**src/rtl/tcp_conn_ctrl.sv**
```systemverilog
// ============================================================================
// Module      : tcp_conn_ctrl
// Description : Passive-open TCP connection controller with a single-entry
//               response request slot. Optional SYN-ACK retry timer is built
//               only when macro TCP_SYNACK_RETRY_EN is defined.
// Revision    : 1.0 - initial release
// ============================================================================
`default_nettype none

module tcp_conn_ctrl #(
  parameter logic [15:0] LOCAL_PORT    = 16'd80,
  parameter logic [31:0] ISN           = 32'h0000_1000,
  parameter logic [31:0] RETRY_TIMEOUT = 32'd125_000_000,
  parameter logic [1:0]  MAX_RETRY     = 2'd3
) (
  input  logic        clk,
  input  logic        rst_n,
  input  logic        pkt_done_i,
  input  logic        crc_ok_i,
  input  logic [15:0] src_port_i,
  input  logic [15:0] dst_port_i,
  input  logic [31:0] seq_num_i,
  input  logic [31:0] ack_num_i,
  input  logic [5:0]  flags_i,
  input  logic [15:0] payload_len_i,
  output logic        tx_req_o,
  input  logic        tx_ack_i,
  output logic [5:0]  tx_flags_o,
  output logic [31:0] tx_seq_o,
  output logic [31:0] tx_ack_num_o,
  output logic [15:0] tx_dst_port_o,
  output logic [1:0]  state_o,
  output logic        conn_open_o
);

  localparam logic [1:0] S_LISTEN      = 2'd0;
  localparam logic [1:0] S_SYN_RCVD    = 2'd1;
  localparam logic [1:0] S_ESTABLISHED = 2'd2;
  localparam logic [1:0] S_LAST_ACK    = 2'd3;

  localparam int F_FIN = 0;
  localparam int F_SYN = 1;
  localparam int F_RST = 2;
  localparam int F_ACK = 4;

  localparam logic [5:0] FL_ACK     = 6'h10;
  localparam logic [5:0] FL_SYN_ACK = 6'h12;
  localparam logic [5:0] FL_FIN_ACK = 6'h11;

  logic [1:0]  state, state_d;
  logic [31:0] rcv_nxt, rcv_d;
  logic [31:0] snd_nxt, snd_d;
  logic [15:0] remote_port, rport_d;

  logic        q_en, cancel;
  logic [5:0]  q_flags;
  logic [31:0] q_seq, q_ack;

  logic        seg_valid, in_order, has_data;
  logic [31:0] len32;

  assign seg_valid = pkt_done_i && crc_ok_i && (dst_port_i == LOCAL_PORT) &&
                     ((state == S_LISTEN) || (src_port_i == remote_port));
  assign in_order  = (seq_num_i == rcv_nxt);
  assign len32     = {16'd0, payload_len_i};
  assign has_data  = (payload_len_i != 16'd0);

`ifdef TCP_SYNACK_RETRY_EN
  logic [31:0] retry_timer;
  logic [1:0]  retry_cnt;
  logic        retry_fire;

  assign retry_fire = (retry_timer == RETRY_TIMEOUT - 32'd1);
`endif

  always_comb begin
    state_d = state;
    rcv_d   = rcv_nxt;
    snd_d   = snd_nxt;
    rport_d = remote_port;
    q_en    = 1'b0;
    cancel  = 1'b0;
    q_flags = FL_ACK;
    q_seq   = snd_nxt;
    q_ack   = rcv_nxt;

    if (seg_valid) begin
      if ((state != S_LISTEN) && flags_i[F_RST]) begin
        state_d = S_LISTEN;
        rport_d = 16'd0;
        cancel  = 1'b1;
      end else begin
        case (state)
          S_LISTEN: begin
            if (flags_i[F_SYN] && !flags_i[F_ACK] && !flags_i[F_RST]) begin
              rport_d = src_port_i;
              rcv_d   = seq_num_i + 32'd1;
              snd_d   = ISN;
              q_en    = 1'b1;
              q_flags = FL_SYN_ACK;
              q_seq   = ISN;
              q_ack   = seq_num_i + 32'd1;
              state_d = S_SYN_RCVD;
            end
          end
          S_SYN_RCVD: begin
            if (flags_i[F_ACK] && (ack_num_i == ISN + 32'd1)) begin
              snd_d   = ISN + 32'd1;
              state_d = S_ESTABLISHED;
            end
          end
          S_ESTABLISHED: begin
            // FIN consumes one sequence number on top of any payload
            if (in_order && flags_i[F_FIN]) begin
              rcv_d   = rcv_nxt + len32 + 32'd1;
              q_en    = 1'b1;
              q_flags = FL_FIN_ACK;
              q_ack   = rcv_nxt + len32 + 32'd1;
              state_d = S_LAST_ACK;
            end else if (in_order && has_data) begin
              rcv_d   = rcv_nxt + len32;
              q_en    = 1'b1;
              q_ack   = rcv_nxt + len32;
            end else if (!in_order && has_data) begin
              q_en    = 1'b1;
            end
          end
          default: begin
            if (flags_i[F_ACK] && (ack_num_i == snd_nxt + 32'd1)) begin
              state_d = S_LISTEN;
              rport_d = 16'd0;
            end
          end
        endcase
      end
    end

`ifdef TCP_SYNACK_RETRY_EN
    // A timeout only acts when no received segment moved us out of SYN_RCVD
    if ((state == S_SYN_RCVD) && (state_d == S_SYN_RCVD) && retry_fire) begin
      if (retry_cnt == MAX_RETRY) begin
        state_d = S_LISTEN;
        rport_d = 16'd0;
        cancel  = 1'b1;
      end else begin
        q_en    = 1'b1;
        q_flags = FL_SYN_ACK;
        q_seq   = ISN;
        q_ack   = rcv_nxt;
      end
    end
`endif
  end

  always_ff @(posedge clk or negedge rst_n) begin
    if (!rst_n) begin
      state       <= S_LISTEN;
      rcv_nxt     <= 32'd0;
      snd_nxt     <= 32'd0;
      remote_port <= 16'd0;
    end else begin
      state       <= state_d;
      rcv_nxt     <= rcv_d;
      snd_nxt     <= snd_d;
      remote_port <= rport_d;
    end
  end

  // Single-entry slot: newest response wins, even over a same-cycle accept
  always_ff @(posedge clk or negedge rst_n) begin
    if (!rst_n) begin
      tx_req_o      <= 1'b0;
      tx_flags_o    <= 6'd0;
      tx_seq_o      <= 32'd0;
      tx_ack_num_o  <= 32'd0;
      tx_dst_port_o <= 16'd0;
    end else if (cancel) begin
      tx_req_o      <= 1'b0;
    end else if (q_en) begin
      tx_req_o      <= 1'b1;
      tx_flags_o    <= q_flags;
      tx_seq_o      <= q_seq;
      tx_ack_num_o  <= q_ack;
      tx_dst_port_o <= rport_d;
    end else if (tx_req_o && tx_ack_i) begin
      tx_req_o      <= 1'b0;
    end
  end

`ifdef TCP_SYNACK_RETRY_EN
  always_ff @(posedge clk or negedge rst_n) begin
    if (!rst_n) begin
      retry_timer <= 32'd0;
      retry_cnt   <= 2'd0;
    end else if ((state != S_SYN_RCVD) || (state_d != S_SYN_RCVD)) begin
      retry_timer <= 32'd0;
      retry_cnt   <= 2'd0;
    end else if (retry_fire) begin
      retry_timer <= 32'd0;
      retry_cnt   <= retry_cnt + 2'd1;
    end else begin
      retry_timer <= retry_timer + 32'd1;
    end
  end

  logic unused_ok;
  assign unused_ok = ^{flags_i[5], flags_i[3]};
`else
  logic unused_ok;
  assign unused_ok = ^{flags_i[5], flags_i[3], RETRY_TIMEOUT, MAX_RETRY};
`endif

  assign state_o     = state;
  assign conn_open_o = (state == S_ESTABLISHED);

endmodule

`default_nettype wire

```
**config.mk**
```make
export PLATFORM = sky130hd
export DESIGN_NAME = tcp_conn_ctrl
export DESIGN_NICKNAME = d
export VERILOG_FILES = /design/src/rtl/tcp_conn_ctrl.sv
export SDC_FILE = /design/constraint.sdc
export NUM_CORES = 1
export LEC_CHECK = 0
export CORE_MARGIN = 2
export CORE_UTILIZATION = 59
export DETAILED_ROUTE_END_ITERATION = 10
export PLACE_DENSITY = 0.88
export SLEW_MARGIN = 20
export SYNTH_ARGS = -nofsm -noshare
export SYNTH_HDL_FRONTEND = slang
export SYNTH_SLANG_ARGS = --single-unit
```
**constraint.sdc**
```tcl
create_clock -name clk -period 9.9 [get_ports clk]
set_input_delay 1.98 -clock clk [delete_from_list [all_inputs] [get_ports clk]]
set_output_delay 1.98 -clock clk [all_outputs]
set_load 0.05 [all_outputs]
```
# == Word-level counts from Yosys, hierarchy flattened ==
# Index checks and enable logic that the tools add are counted.
# totals
regBits,169
latchBits,0
ram_bits,0
rom_bits,0
input_bits,123
out_inout_bits,90
elab_cells,92
mem_count,0
# classes
n_addsub,4
multipliers,0
div,0
order_cmp,0
n_eq_ne,11
shift,0
mux,40
n_bitwise,2
reduce_logical,26
# ops
cell,count
two-way mux 32 bit,10
case mux 32 bit (2 select lines),2
"adder 32 x 1 -> 32 bit, second input constant",3
equality test 32 bit,2
two-way mux 16 bit,4
adder 32 x 16 -> 32 bit,1
"equality test 32 x 13 -> 1 bit, second input constant",1
case mux 16 bit (2 select lines),1
equality test 16 bit,1
"equality test 16 x 7 -> 1 bit, second input constant",1
two-way mux 2 bit,8
nonzero test 16 bit,1
logical AND 1 bit,12
two-way mux 1 bit,12
"inequality test 3 x 1 -> 1 bit, second input constant",2
case mux 2 bit (3 select lines),1
AND reduction 5 bit,1
nonzero test 5 bit,1
case mux 2 bit (2 select lines),1
AND reduction 4 bit,1
nonzero test 2 bit,2
zero test 1 bit,3
"inequality test 3 bit, second input constant",1
nonzero test 3 bit,1
9 further kinds,10

# == Logic depth before layout (Yosys ltp) ==
# Gate-level depths: netlist (run 1).
# depth
depth_word,11
ltp_mapped,16
mapped_depth_nobuf,16

# == Worst setup path before layout (run 1) ==
# No wires, ideal clock.
# synth_path
kind,input to register
from,input port payload_len_i[0]
to,register tx_ack_num_o[22]
setup_time_ns,0.125
arrival_ns,5.040
t_required_ns,9.775
slack_ns,4.735
cell_stages,16
path_buffers,0
path_cell_list,ha_1 > inv_1 > fa_1 > inv_1 > ha_1 > and4_1 > nand2_1 > o211ai_1 > nand3_2 > nor4_4 > nand4_2 > nor2_2 > a32oi_1 > a211o_1 > a32o_1 > mux2_2
# synth_between
word_cells_on_any_way,17
cone_classes,add/sub (2); mux (11); reduce/logical (4)
# synth_lines
item,line_no,rtl
"start, declared",25,"input logic [15:0] payload_len_i,"
"parallel branches: the longest is 3 deep, another holds adder 32 x 16 -> 32 bit",--,
two-way mux 32 bit *,--,
case mux 32 bit (2 select lines) *,--,
two-way mux 32 bit *,88,if ((state != S_LISTEN) && flags_i[F_RST]) begin
two-way mux 32 bit *,87,if (seg_valid) begin
named net q_ack[22],57,"logic [31:0] q_seq, q_ack;"
"end signal, assigned",183,tx_ack_num_o <= q_ack;
"end, declared",30,"output logic [31:0] tx_ack_num_o,"
# Mark *: on every way through the listed nets, which the timed path passes.
# A chain may end at the register's enable or synchronous reset.

# == Worst setup path after layout (run 1) ==
# layout_path
from,input port payload_len_i[3]
to,register tx_ack_num_o[28]
# layout_between
elab_chain_len,9
word_cells_on_any_way,17
cone_classes,add/sub (2); mux (11); reduce/logical (4)
# layout_lines
item
"parallel branches: the longest is 9 deep, another holds adder 32 x 16 -> 32 bit"
# Parallel ways; which one is timed is not known.

==> out/qor.csv, run 1 <==
stage,metric,value,unit
worst_hold_path,start point of the worst hold path,tx_dst_port_o[14]$_DFFE_PN0P_,
logic_synthesis,Synth Area per Inst,8.82,um2
placed_design,worst slack at placement,3.53,ns
power,Pwr Total,1580,uW
cells_and_area,Layout fillers,1501,
logic_synthesis,ys async rst share,100,%
cells_and_area,most frequent cells in the layout,"206 x clkdlybuf4s50_1, 166 x dfrtp_1, 138 x nand2_1",
timing,fin crit period,6.22,ns
worst_setup_path,R2R Path End,tx_ack_num_o[28]$_DFFE_PN0P_,
clock_tree,Root Buffer,clkbuf_16,
grt,GR Overflow Total,0,
power,pwr dens,105,nW/um2
detailed_routing,WL final,40600,um
cells_and_area,total area of sequential cells,4150,um2
die,Die Ht,148,um
clock_tree,CTS Buffer Depth,2,
grt,vias in the first global route,11400,
logic_synthesis,number of synthesized flops with an enable pin,0,
clock_tree,CTS tree,built,
worst_setup_path,Critical R2R Launch,rcv_nxt[3]$_DFF_PN0_,
clock_tree,hold buffers post-CTS,0,
grt,initial antenna violation count,0,
logic_synthesis,Yosys warnings,0,
timing,Setup Skew,0.0126,ns
worst_setup_path,crit path DAT,6.55,ns
clock_tree,Inserted Clock Buffers,17,
worst_setup_path,CP endpoint kind,flop,
die,die width,148,um
placed_design,hpwl dp,29600,um
worst_setup_path,Worst Reg2Reg Path Length in Cells,12,
detailed_routing,WL per Instance,22.4,um
timing,crit share post-route,62.8,%
placed_design,DP Area,14300,um2
grt,first-pass GRT wire length,63100,um
timing,slew margin rel.,26.5,%
flow_run,Max Cap Viol,0,
timing,f_max,161,MHz
worst_setup_path,CP required,10.23,ns
worst_hold_path,hold endpoint,tx_dst_port_o[14]$_DFFE_PN0P_,
logic_synthesis,post-synthesis sequential area ratio,34.1,%
detailed_routing,Antenna Nets Post-Route,0,
clock_tree,CTS sink cnt,166,
cells_and_area,Final nets,1679,
cells_and_area,area delta synth->final,23.0,%
logic_synthesis,synth unique cells,94,
detailed_routing,mean number of vias per cell,6.54,
timing,total negative setup slack,0,ns
clock_tree,Worst-Skew Late Latency,0.44,ns
timing,Fin. Hold Viols,0,
timing,Final setup viols,0,
cells_and_area,final instance area,15000,um2
clock_tree,post-CTS setup buffers,0,
clock_tree,CTS H-tree depth,4,
worst_setup_path,Crit Path Max Fanout,7,
power,peak supply drop,0.000110,V
cells_and_area,share of cells above drive strength 1,8.09,%
logic_synthesis,"flops & latches, synth",166,
clock_tree,post_cts resized,0,
worst_hold_path,HP Class,flop to flop,
worst_setup_path,Setup CP Type,input pin to flop,
timing,RSZ-0062 raised after global routing,no,
run_status,status,completed,
die,Rows,52,
detailed_routing,TritonRoute pass-1 iters,7,
timing,Final Max Tran Viols,0,
worst_hold_path,Worst Hold Path Cells,2,
die,DIE AREA,21800,um2
clock_tree,"Clk pin slew, worst setup/hold paths",0.08,ns
power,Leakage,0.00614,uW
grt,largest net degree at the start of global routing,95,
placed_design,IO buf count,207,
timing,final setup margin,3.68,ns
placed_design,gpl congestion,0.984,
detailed_routing,DR DRC count,0,
timing,Worst Max-Slew Pin Slew,1.10,ns
logic_synthesis,Cells after Synth,1380,
die,IO Pins,213,
logic_synthesis,top_reg_cell synth,dfrtp_1,
logic_synthesis,Post-Syn Area,12200,um2
worst_setup_path,Reg2Reg Setup Slack,5.28,ns
grt,GR Util All Layers,37.4,%
detailed_routing,Vias,11900,
cells_and_area,area of the multi-input gates,7540,um2
die,Starting Density,60.1,%
detailed_routing,DRT iter0 DRCs,1166,
die,core area,20200,um2
worst_setup_path,kind of start point of the critical path,input pin,
cells_and_area,"most common cell after layout, fill and taps aside",clkdlybuf4s50_1,
## cell families after synthesis
group / share of synthesized area (%)
AOI/OAI and AO/OA: 21.3
buffers and inverters: 4.16
other: 0.0308
xor gates and xnor gates: 11.5
muxes: 3.21
and+or+nand+nor: 23.1
DFF: 34.1
adders and majority gates: 2.53
## state kept, by name, summed over array words and instances, names as in the netlist
name and count:
state_o 2, tx_flags_o 3, rcv_nxt 32, tx_dst_port_o 16, tx_seq_o 32, snd_nxt 32, tx_req_o 1, remote_port 16
tx_ack_num_o 32
## cell usage after synthesis, types with 23 or more instances
cell type | instances | area, um2
ha_1 | 23 | 288
nand2_1 | 138 | 518
nor2_1 | 85 | 319
and3_1 | 36 | 225
a22o_1 | 42 | 368
xnor2_1 | 109 | 955
o21ai_0 | 66 | 330
inv_1 | 26 | 97.6
and2_1 | 39 | 244
nand3_1 | 54 | 270
o21ai_1 | 26 | 130
nor4_1 | 25 | 156
nand4_1 | 46 | 288
clkbuf_1 | 67 | 251
nor3_1 | 27 | 135
a21oi_1 | 53 | 265
dfrtp_1 | 166 | 4150
xor2_1 | 44 | 385
mux2_2 | 24 | 270
## cell type report
type	instances	share of cell area, %
Tap cell	270	2.26
Inverter	27	0.677
Clock inverter	15	1.53
Antenna cell	1	0.0167
Timing Repair Buffer	221	14.6
Clock buffer	17	2.84
Multi-Input combinational cell	1099	50.4
Sequential cell	166	27.8
## worst max-delay path, stage by stage
cell,delay (ns)
clkdlybuf4s50_1,0.50
ha_1,0.47
o211ai_2,0.15
o21ai_0,0.81
o2bb2ai_1,0.23
o211ai_1,0.29
nor4_1,0.51
nand4_1,0.35
nor4_4,0.43
nor4b_1,0.36
nor3_1,0.12
nor3_1,0.25
nor2_1,0.08
## routing by layer
| metal | vias to the layer above | share of wire (%) | track usage (%) |
|---|---|---|---|
| met5 | - | 0 | 0 |
| met4 | 0 | 4.1 | 14.6 |
| met3 | 123 | 11 | 10.4 |
| met2 | 719 | 45 | 58.1 |
| met1 | 5665 | 40 | 49.9 |
| li1 | 5361 | - | - |
## through the flow
step	hold slack, ns	instances	utilization [%]
after floorplan	0.499	1382	-
after global placement	0.451	1783	70.6
after detailed placement	0.465	1783	70.6
after CTS	0.483	1815	73.9
after global routing	0.506	1815	73.9
final	0.477	1816	74.0
## worst max-delay path by stage
| stage | endpoint | startpoint | slack [ns] | cells past startpoint |
|---|---|---|---|---|
| 6_report | tx_ack_num_o[28]$_DFFE_PN0P_ | payload_len_i[3] | 3.68 | 13 |
| 5_1_grt | tx_ack_num_o[28]$_DFFE_PN0P_ | payload_len_i[3] | 3.51 | 13 |
| 4_1_cts | tx_ack_num_o[28]$_DFFE_PN0P_ | payload_len_i[3] | 3.93 | 13 |
| 3_5_place_dp | tx_ack_num_o[28]$_DFFE_PN0P_ | payload_len_i[3] | 3.53 | 13 |
| 3_3_place_gp | tx_ack_num_o[28]$_DFFE_PN0P_ | payload_len_i[3] | 3.54 | 13 |
| 2_1_floorplan | tx_ack_num_o[22]$_DFFE_PN0P_ | payload_len_i[0] | 4.74 | 16 |
## power breakdown
| part | switching [uW] | total, uW | internal, uW |
|---|---|---|---|
| clock network | 345 | 739 | 394 |
| registers | 0.0000000524 | 677 | 677 |
| logic | 84.8 | 159 | 74.3 |
Power figures use the tool's default switching activity.
==> run 2, diff against run 1 <==
--- a/config.mk
+++ b/config.mk
@@ -6,9 +6,9 @@
 export NUM_CORES = 1
 export LEC_CHECK = 0
 export CORE_MARGIN = 2
-export CORE_UTILIZATION = 59
+export CORE_UTILIZATION = 54
 export DETAILED_ROUTE_END_ITERATION = 10
-export PLACE_DENSITY = 0.88
+export PLACE_DENSITY = 0.81
 export SLEW_MARGIN = 20
 export SYNTH_ARGS = -nofsm -noshare
 export SYNTH_HDL_FRONTEND = slang
==> constraint.sdc (replaced) <==
create_clock -name clk -period 5.85 [get_ports clk]
set_input_delay 1.17 -clock clk [delete_from_list [all_inputs] [get_ports clk]]
set_output_delay 1.17 -clock clk [all_outputs]
set_load 0.05 [all_outputs]
==> run 2 against run 1 <==
Worst hold slack gained 0.0047 ns. Die area increased by 9.0%. Clock skew increased by 0.0023 ns.
==> out/qor.csv, run 2 (synthesis results as in run 1) <==
stage,metric,value,unit
run_status,status,completed,
worst_setup_path,CP endpoint kind,flop,
detailed_routing,Vias,11800,
timing,Fin. Hold Viols,0,
cells_and_area,share of cells above drive strength 1,8.61,%
worst_setup_path,Worst Reg2Reg Path Length in Cells,16,
placed_design,DP Area,14400,um2
die,core area,22000,um2
worst_setup_path,R2R Path End,tx_ack_num_o[28]$_DFFE_PN0P_,
timing,RSZ-0062 raised after global routing,no,
worst_setup_path,Critical R2R Launch,rcv_nxt[0]$_DFF_PN0_,
power,pwr dens,172,nW/um2
worst_setup_path,CP top delay family,simple AND/OR/NAND/NOR gates,
placed_design,worst slack at placement,0.365,ns
timing,Worst Max-Slew Pin Slew,0.814,ns
worst_setup_path,Worst Path Buf+Inv,3,
cells_and_area,total area of sequential cells,4150,um2
clock_tree,"Clk pin slew, worst setup/hold paths",0.07,ns
clock_tree,post-CTS setup buffers,0,
timing,final setup margin,0.752,ns
die,die width,154,um
worst_setup_path,crit-path cells,clkdlybuf4s50_1 -> ha_1 -> inv_1 -> fa_1 -> inv_1 -> ha_1 -> and4_1 -> nand2_1 -> o211ai_1 -> nand3_2 -> nor4_1 -> nand4_1 -> nor4_4 -> nor4b_1 -> nor3_1 -> nor3_1 -> nor2_1,
worst_hold_path,HP Class,flop to flop,
cells_and_area,area delta synth->final,23.2,%
detailed_routing,DRT iter0 DRCs,1200,
placed_design,IO buf count,207,
detailed_routing,WL per Instance,21.9,um
power,Leakage,0.00617,uW
worst_setup_path,kind of start point of the critical path,input pin,
placed_design,gpl congestion,0.966,
timing,slew margin rel.,45.6,%
worst_setup_path,critical path depth,17,
cells_and_area,most frequent cells in the layout,"206 x clkdlybuf4s50_1, 166 x dfrtp_1, 138 x nand2_1",
cells_and_area,"most common cell after layout, fill and taps aside",clkdlybuf4s50_1,
timing,Final setup viols,0,
timing,Setup Skew,0.0149,ns
clock_tree,CTS tree,built,
timing,total negative setup slack,0,ns
die,IO Pins,213,
detailed_routing,DR DRC count,0,
clock_tree,Root Buffer,clkbuf_16,
timing,crit share post-route,87.1,%
worst_setup_path,Critical Path Source,payload_len_i[0],
cells_and_area,Layout fillers,1796,
detailed_routing,M1 WL,16500,um
timing,fin crit period,5.10,ns
detailed_routing,mean number of vias per cell,6.44,
grt,GR Overflow Total,0,
grt,first-pass GRT wire length,63600,um
die,Starting Density,55.4,%
clock_tree,CTS Buffer Depth,2,
worst_setup_path,max incr delay on CP,0.55,ns
detailed_routing,WL final,40200,um
worst_setup_path,Setup CP Type,input pin to flop,
grt,vias in the first global route,11500,
cells_and_area,area of the multi-input gates,7520,um2
die,Rows,54,
clock_tree,Worst-Skew Late Latency,0.44,ns
timing,Final Max Tran Viols,0,
flow_run,Max Cap Viol,0,
worst_setup_path,crit path DAT,5.41,ns
cells_and_area,Final nets,1690,
worst_setup_path,CP max stage cell,clkdlybuf4s50_1,
detailed_routing,max layer used,met4,
die,DIE AREA,23700,um2
clock_tree,CTS sink cnt,166,
cells_and_area,final instance area,15000,um2
die,Die Ht,154,um
clock_tree,Inserted Clock Buffers,17,
timing,f_max,196,MHz
detailed_routing,Antenna Nets Post-Route,0,
worst_setup_path,Worst Setup EP,tx_ack_num_o[28]$_DFFE_PN0P_,
detailed_routing,met2 wire length,18600,um
detailed_routing,metal3 WL,4010,um
grt,initial antenna violation count,0,
power,peak supply drop,0.000150,V
clock_tree,hold buffers post-CTS,0,
worst_setup_path,Crit Path Max Fanout,6,
grt,largest net degree at the start of global routing,78,
clock_tree,post_cts resized,0,
detailed_routing,TritonRoute pass-1 iters,5,
worst_setup_path,Reg2Reg Setup Slack,1.59,ns
grt,GR Util All Layers,34.0,%
worst_setup_path,CP required,6.16,ns
cells_and_area,Antenna diodes,0,
placed_design,hpwl dp,29700,um
clock_tree,CTS H-tree depth,4,
run 2: layout make-up:
cell class,count,share of cell area [%]
Clock inverter,15,1.23
Timing Repair Buffer,232,15.1
Inverter,27,0.676
Sequential cell,166,27.7
Multi-Input combinational cell,1099,50.1
Tap cell,280,2.34
Clock buffer,17,2.84
run 2: worst reg2reg max path, cell delays in order (launching register included):
cell	delay (ns)
dfrtp_1	0.45
ha_1	0.27
inv_1	0.08
fa_1	0.49
inv_1	0.08
ha_1	0.23
and4_1	0.21
nand2_1	0.05
o211ai_1	0.16
nand3_2	0.24
nor4_1	0.46
nand4_1	0.31
nor4_4	0.39
nor4b_1	0.27
nor3_1	0.10
nor3_1	0.27
nor2_1	0.09
run 2: report_power, final:
group / switching [uW] / leakage (uW) / internal [uW]
sequential: 0.0000000897 / 0.00228 / 1150
clock: 582 / 0.000296 / 580
combinational: 144 / 0.00359 / 126
run 2: routing by layer:
metal	track usage (%)	vias to the layer above
li1	-	5384
met5	0	-
met3	7.55	89
met1	45.8	5682
met4	11.0	0
met2	54.7	675
run 2: metrics by stage:
stage | power (uW) | std cells | util [%] | hold slack (ns)
after floorplan | 1280 | 1382 | - | 0.499
after global placement | 1430 | 1804 | 65.5 | 0.450
after detailed placement | 1430 | 1804 | 65.5 | 0.454
after CTS | 2580 | 1836 | 68.3 | 0.477
after global routing | 2660 | 1836 | 68.3 | 0.497
final | 2580 | 1836 | 68.3 | 0.482
run 2: worst min-delay path by stage:
stage	from	to	slack [ns]	cells past startpoint
2_1_floorplan	snd_nxt[31]$_DFFE_PN0P_	snd_nxt[31]$_DFFE_PN0P_	0.50	1
4_1_cts	tx_flags_o[4]$_DFFE_PN0P_	tx_flags_o[4]$_DFFE_PN0P_	0.48	1
5_1_grt	tx_flags_o[4]$_DFFE_PN0P_	tx_flags_o[4]$_DFFE_PN0P_	0.50	1
3_3_place_gp	tx_flags_o[4]$_DFFE_PN0P_	tx_flags_o[4]$_DFFE_PN0P_	0.45	1
3_5_place_dp	tx_flags_o[4]$_DFFE_PN0P_	tx_flags_o[4]$_DFFE_PN0P_	0.45	1
6_report	tx_dst_port_o[10]$_DFFE_PN0P_	tx_dst_port_o[10]$_DFFE_PN0P_	0.48	2
